`src/rtl/apb_master_pkg.sv`:
```
// Shared types and constants for the command-driven APB requester.
package apb_master_pkg;

  typedef enum logic [1:0] {
    IDLE   = 2'b00,
    SETUP  = 2'b01,
    ACCESS = 2'b10
  } state_t;

  localparam logic [1:0] CMD_NOP = 2'b00;
  localparam logic [1:0] CMD_RD  = 2'b01;
  localparam logic [1:0] CMD_WR  = 2'b10;
  localparam logic [1:0] CMD_INV = 2'b11;

  localparam logic [31:0] DEFAULT_ADDR = 32'hDEAD_CAFE;

endpackage

```
`src/rtl/apb_cmd_master.sv`:
```
// APB requester: cmd 01 reads a fixed address into rdata_q, cmd 10 writes rdata_q+1 back.
module apb_cmd_master
  import apb_master_pkg::*;
#(
  parameter int          DW   = 32,
  parameter logic [DW-1:0] ADDR = DW'(DEFAULT_ADDR)
) (
  input  logic          clk,
  input  logic          reset,
  input  logic [1:0]    cmd_i,
  output logic          psel_o,
  output logic          penable_o,
  output logic [DW-1:0] paddr_o,
  output logic          pwrite_o,
  output logic [DW-1:0] pwdata_o,
  input  logic          pready_i,
  input  logic [DW-1:0] prdata_i
);

  state_t        state;
  logic [DW-1:0] rdata_q;

  // Transfer FSM; every output is registered alongside the state.
  always_ff @(posedge clk) begin
    if (reset) begin
      state     <= IDLE;
      psel_o    <= 1'b0;
      penable_o <= 1'b0;
      paddr_o   <= '0;
      pwrite_o  <= 1'b0;
      pwdata_o  <= '0;
      rdata_q   <= '0;
    end else begin
      case (state)
        IDLE: begin
          psel_o    <= 1'b0;
          penable_o <= 1'b0;
          case (cmd_i)
            CMD_RD: begin
              state    <= SETUP;
              psel_o   <= 1'b1;
              paddr_o  <= ADDR;
              pwrite_o <= 1'b0;
              pwdata_o <= '0;
            end
            CMD_WR: begin
              state    <= SETUP;
              psel_o   <= 1'b1;
              paddr_o  <= ADDR;
              pwrite_o <= 1'b1;
              pwdata_o <= rdata_q + DW'(1);
            end
            default: begin
              state <= IDLE;
            end
          endcase
        end
        SETUP: begin
          state     <= ACCESS;
          penable_o <= 1'b1;
        end
        ACCESS: begin
          // Completer ready ends the transfer; only reads update the stored value.
          if (pready_i) begin
            state     <= IDLE;
            psel_o    <= 1'b0;
            penable_o <= 1'b0;
            if (!pwrite_o) begin
              rdata_q <= prdata_i;
            end else begin
              rdata_q <= rdata_q;
            end
          end else begin
            state <= ACCESS;
          end
        end
        default: begin
          state     <= IDLE;
          psel_o    <= 1'b0;
          penable_o <= 1'b0;
        end
      endcase
    end
  end

endmodule

```
`config.mk`:
```
export PLATFORM = sky130hd
export DESIGN_NAME = apb_cmd_master
export DESIGN_NICKNAME = d
export VERILOG_FILES = /design/src/rtl/apb_master_pkg.sv /design/src/rtl/apb_cmd_master.sv
export SDC_FILE = /design/constraint.sdc
export NUM_CORES = 1
export LEC_CHECK = 0
export ABC_AREA = 1
export CORE_UTILIZATION = 35
export CTS_CLUSTER_SIZE = 28
export DETAILED_ROUTE_END_ITERATION = 8
export SLEW_MARGIN = 30
export SYNTH_ARGS = -nofsm -noshare
export SYNTH_HDL_FRONTEND = slang
export SYNTH_SLANG_ARGS = --single-unit
```
`constraint.sdc`:
```
create_clock -name clk -period 3.7 [get_ports clk]
set_input_delay 0.74 -clock clk [delete_from_list [all_inputs] [get_ports clk]]
set_output_delay 0.74 -clock clk [all_outputs]
set_load 0.02 [all_outputs]
```
==> impl_metrics.env <==
export IMPL_status="completed"
export IMPL_grt_overflow=0
export IMPL_hold_path_class="flop to flop"
export IMPL_reg2reg_depth=8
export IMPL_cp_cell_sequence="clkdlybuf4s50_1"
export IMPL_endpoint_kind="output port"
export IMPL_synth_area_top_cells="dfxtp_1 38%, nand2_1 12%, a21oi_1 7.6%"
export IMPL_avgRoutedWirePerCell_um=13.15
export IMPL_multi_input_area_mm2=0.001843
export IMPL_yosysMostFrequentCell="nand2_1"
export IMPL_synthCells=534
export IMPL_n_fill_cell=1086
export IMPL_setup_worst_path_class="flop to output port"
export IMPL_row_count=37
export IMPL_design_area_mm2=0.004811
export IMPL_cpPeakStageDelay_ns=0.72
export IMPL_die_h_um=104.9
export IMPL_portBuffers=93
export IMPL_core_mm2=0.01028
export IMPL_grt_pass1_wl_um=15770
export IMPL_tns_ns=0
export IMPL_yosysUniqueCellTypes=31
export IMPL_worst_ep_required_time_ns=2.96
export IMPL_cp_slowest_cell="clkdlybuf4s50_1"
export IMPL_clockBufferDepth=2
export IMPL_syn_to_final_growth_pct=29.90
export IMPL_htreeDepth=3
export IMPL_crit_arrival_ns=1.79
export IMPL_antennaDiodeCount=0
export IMPL_drive_gt1_frac=0.1086
export IMPL_rsz0062_at_grt="false"
export IMPL_fin_nets=642
export IMPL_antenna_found_initial=0
export IMPL_ys_top_cells_by_count="114 x nand2_1, 70 x dfxtp_1, 68 x nor2_1, 56 x a21oi_1, 43 x inv_1"
export IMPL_path_buf_inv=1
export IMPL_dpl_cell_area_mm2=0.004564
export IMPL_cp_start_kind="flop"
export IMPL_cts_setup_buffers=0
export IMPL_worst_pin_slew_ns=0.7648
export IMPL_peakVddDrop_mv=0.1786
export IMPL_ys_ff_latch=70
export IMPL_ant_nets=0
export IMPL_die_area_mm2=0.01100
export IMPL_hpwl_um=7641
export IMPL_initial_core_util=0.3604
export IMPL_hold_depth=2
export IMPL_leakage_uw=0.001789
export IMPL_clk_pin_slew_ns=0.07
export IMPL_dr_pass1_iters=4
export IMPL_hold_buffers=0
export IMPL_syn_avg_cell_area_um2=6.935
export IMPL_drtIter0Drc=167
export IMPL_grt_max_degree=37
export IMPL_hold_viol=0
export IMPL_crit_family="buffers and inverters"
export IMPL_netlist_area_mm2=0.003704
export IMPL_period_share=0.6846
export IMPL_async_reset_ff_frac=0
export IMPL_seq_area_mm2=0.001401
export IMPL_drv_slew=0
export IMPL_routed_wl_um=9787
export IMPL_synth_area_leader_cell="dfxtp_1"
export IMPL_placed_cells=728
export IMPL_ys_seq_area_frac=0.3784
export IMPL_cp_num_cells=1
export IMPL_max_clock_freq_mhz=394.8
export IMPL_skew_ns=0.009770
export IMPL_setup_viol_count_final=0
export IMPL_synth_warnings=0
export IMPL_slew_headroom=0.4896
export IMPL_synth_top_area_frac=0.3784
export IMPL_drc=0
export IMPL_synth_edf_count=0
export IMPL_cts_resized=0
export IMPL_grt_pass1_vias=3087
export IMPL_root_buffer="clkbuf_8"
export IMPL_worst_path_max_fanout=23
export IMPL_cts_tree="built"
export IMPL_period_needed_ns=2.533
export IMPL_io_pins=104
export IMPL_maxCapViolations=0
export IMPL_grtUsageTotal=0.1865
export IMPL_vias=3477
export IMPL_synth_flop_cell="dfxtp_1"
export IMPL_cts_sinks=70
export IMPL_vias_per_cell=4.673
export IMPL_p_per_area_mw_per_mm2=379.7
export IMPL_cts_made_buffers=9
export IMPL_die_w_um=104.9
export IMPL_layout_cells_non_filler=744
export IMPL_clk_latency_ns=0.36
export IMPL_gp_congestion=0.8473
-- final timing paths --
kind / end / start / slack [ns]
worst min-delay path: psel_o$_SDFFE_PP0P_ / psel_o$_SDFFE_PP0P_ / 0.46
worst max-delay path: paddr_o[5] / paddr_o[1]$_SDFFE_PP0P_ / 1.17
worst max register to register: pwdata_o[30]$_SDFFE_PP0P_ / rdata_q[0]$_SDFFE_PP0P_ / 1.93
worst min register to register: psel_o$_SDFFE_PP0P_ / psel_o$_SDFFE_PP0P_ / 0.46
-- worst register-to-register path, cell delays in order, from the launching register on --
cell	delay [ns]
dfxtp_1	0.44
ha_1	0.21
nand2_2	0.11
nor2_8	0.17
nand3_2	0.17
nor2_1	0.20
nand3_1	0.16
nand3_1	0.11
a21oi_1	0.08
-- power by group --
part / internal, uW / leakage [uW] / switching [uW] / total (uW)
combinational: 113 / 0.00110 / 139 / 252
clock: 465 / 0.000126 / 304 / 769
sequential: 776 / 0.000566 / 29.6 / 806
-- stage by stage --
step | total power (uW) | hold WS, ns | util | worst slack [ns]
after floorplan | 994.1 | 0.4443 | - | 1.780
after global placement | 1077 | 0.4558 | 0.4441 | 1.094
after detailed placement | 1078 | 0.4561 | 0.4441 | 1.046
after CTS | 1843 | 0.4677 | 0.4681 | 1.111
after global routing | 1905 | 0.4886 | 0.4681 | 1.058
final | 1826 | 0.4621 | 0.4681 | 1.167
-- state kept, by name, summed over array words and instances (netlist names) --
signal	count
paddr_o	1
penable_o	1
state	2
pwdata_o	32
pwrite_o	1
psel_o	1
rdata_q	32
-- final cells by class --
| class | instances | area share |
|---|---|---|
| multi-input combinational | 375 | 0.3831 |
| sequential | 70 | 0.2913 |
| timing repair buffer | 97 | 0.1997 |
| inverter | 50 | 0.03927 |
| tap | 136 | 0.03537 |
| clock buffer | 10 | 0.02861 |
| clock inverter | 6 | 0.02263 |
-- placed cells by master (no fill, tap or decap), types with 10 or more instances in the layout --
cell | netlist | layout
clkbuf_8 | 0 | 10
nand2_2 | 12 | 12
clkdlybuf4s50_1 | 0 | 93
conb_1 | 1 | 10
dfxtp_1 | 70 | 70
inv_1 | 43 | 43
nand3_1 | 36 | 36
a21oi_1 | 56 | 56
nor2_1 | 68 | 68
nand2_1 | 114 | 114
o21ai_0 | 37 | 37
-- per-layer routing --
layer	track usage	part of all wire	vias up
met5	0	0	-
met4	0.08149	0.019	0
met3	0.03119	0.059	14
met2	0.2720	0.42	116
met1	0.2681	0.50	1542
li1	-	-	1805
-- logic make-up (layout without fill, tap and decap cells) --
kind of cell	count (synthesis)	after routing	synth area share
AO/OA/AOI/OAI	103	103	0.1456
XOR/XNOR	4	4	0.01149
adder cells (fa/ha/maj)	2	2	0.006756
buffers and inverters	98	163	0.1331
flip-flops	70	70	0.3784
other	1	10	0.001013
AND/OR/NAND/NOR	256	256	0.3236
(Power assumes the default switching activity.)
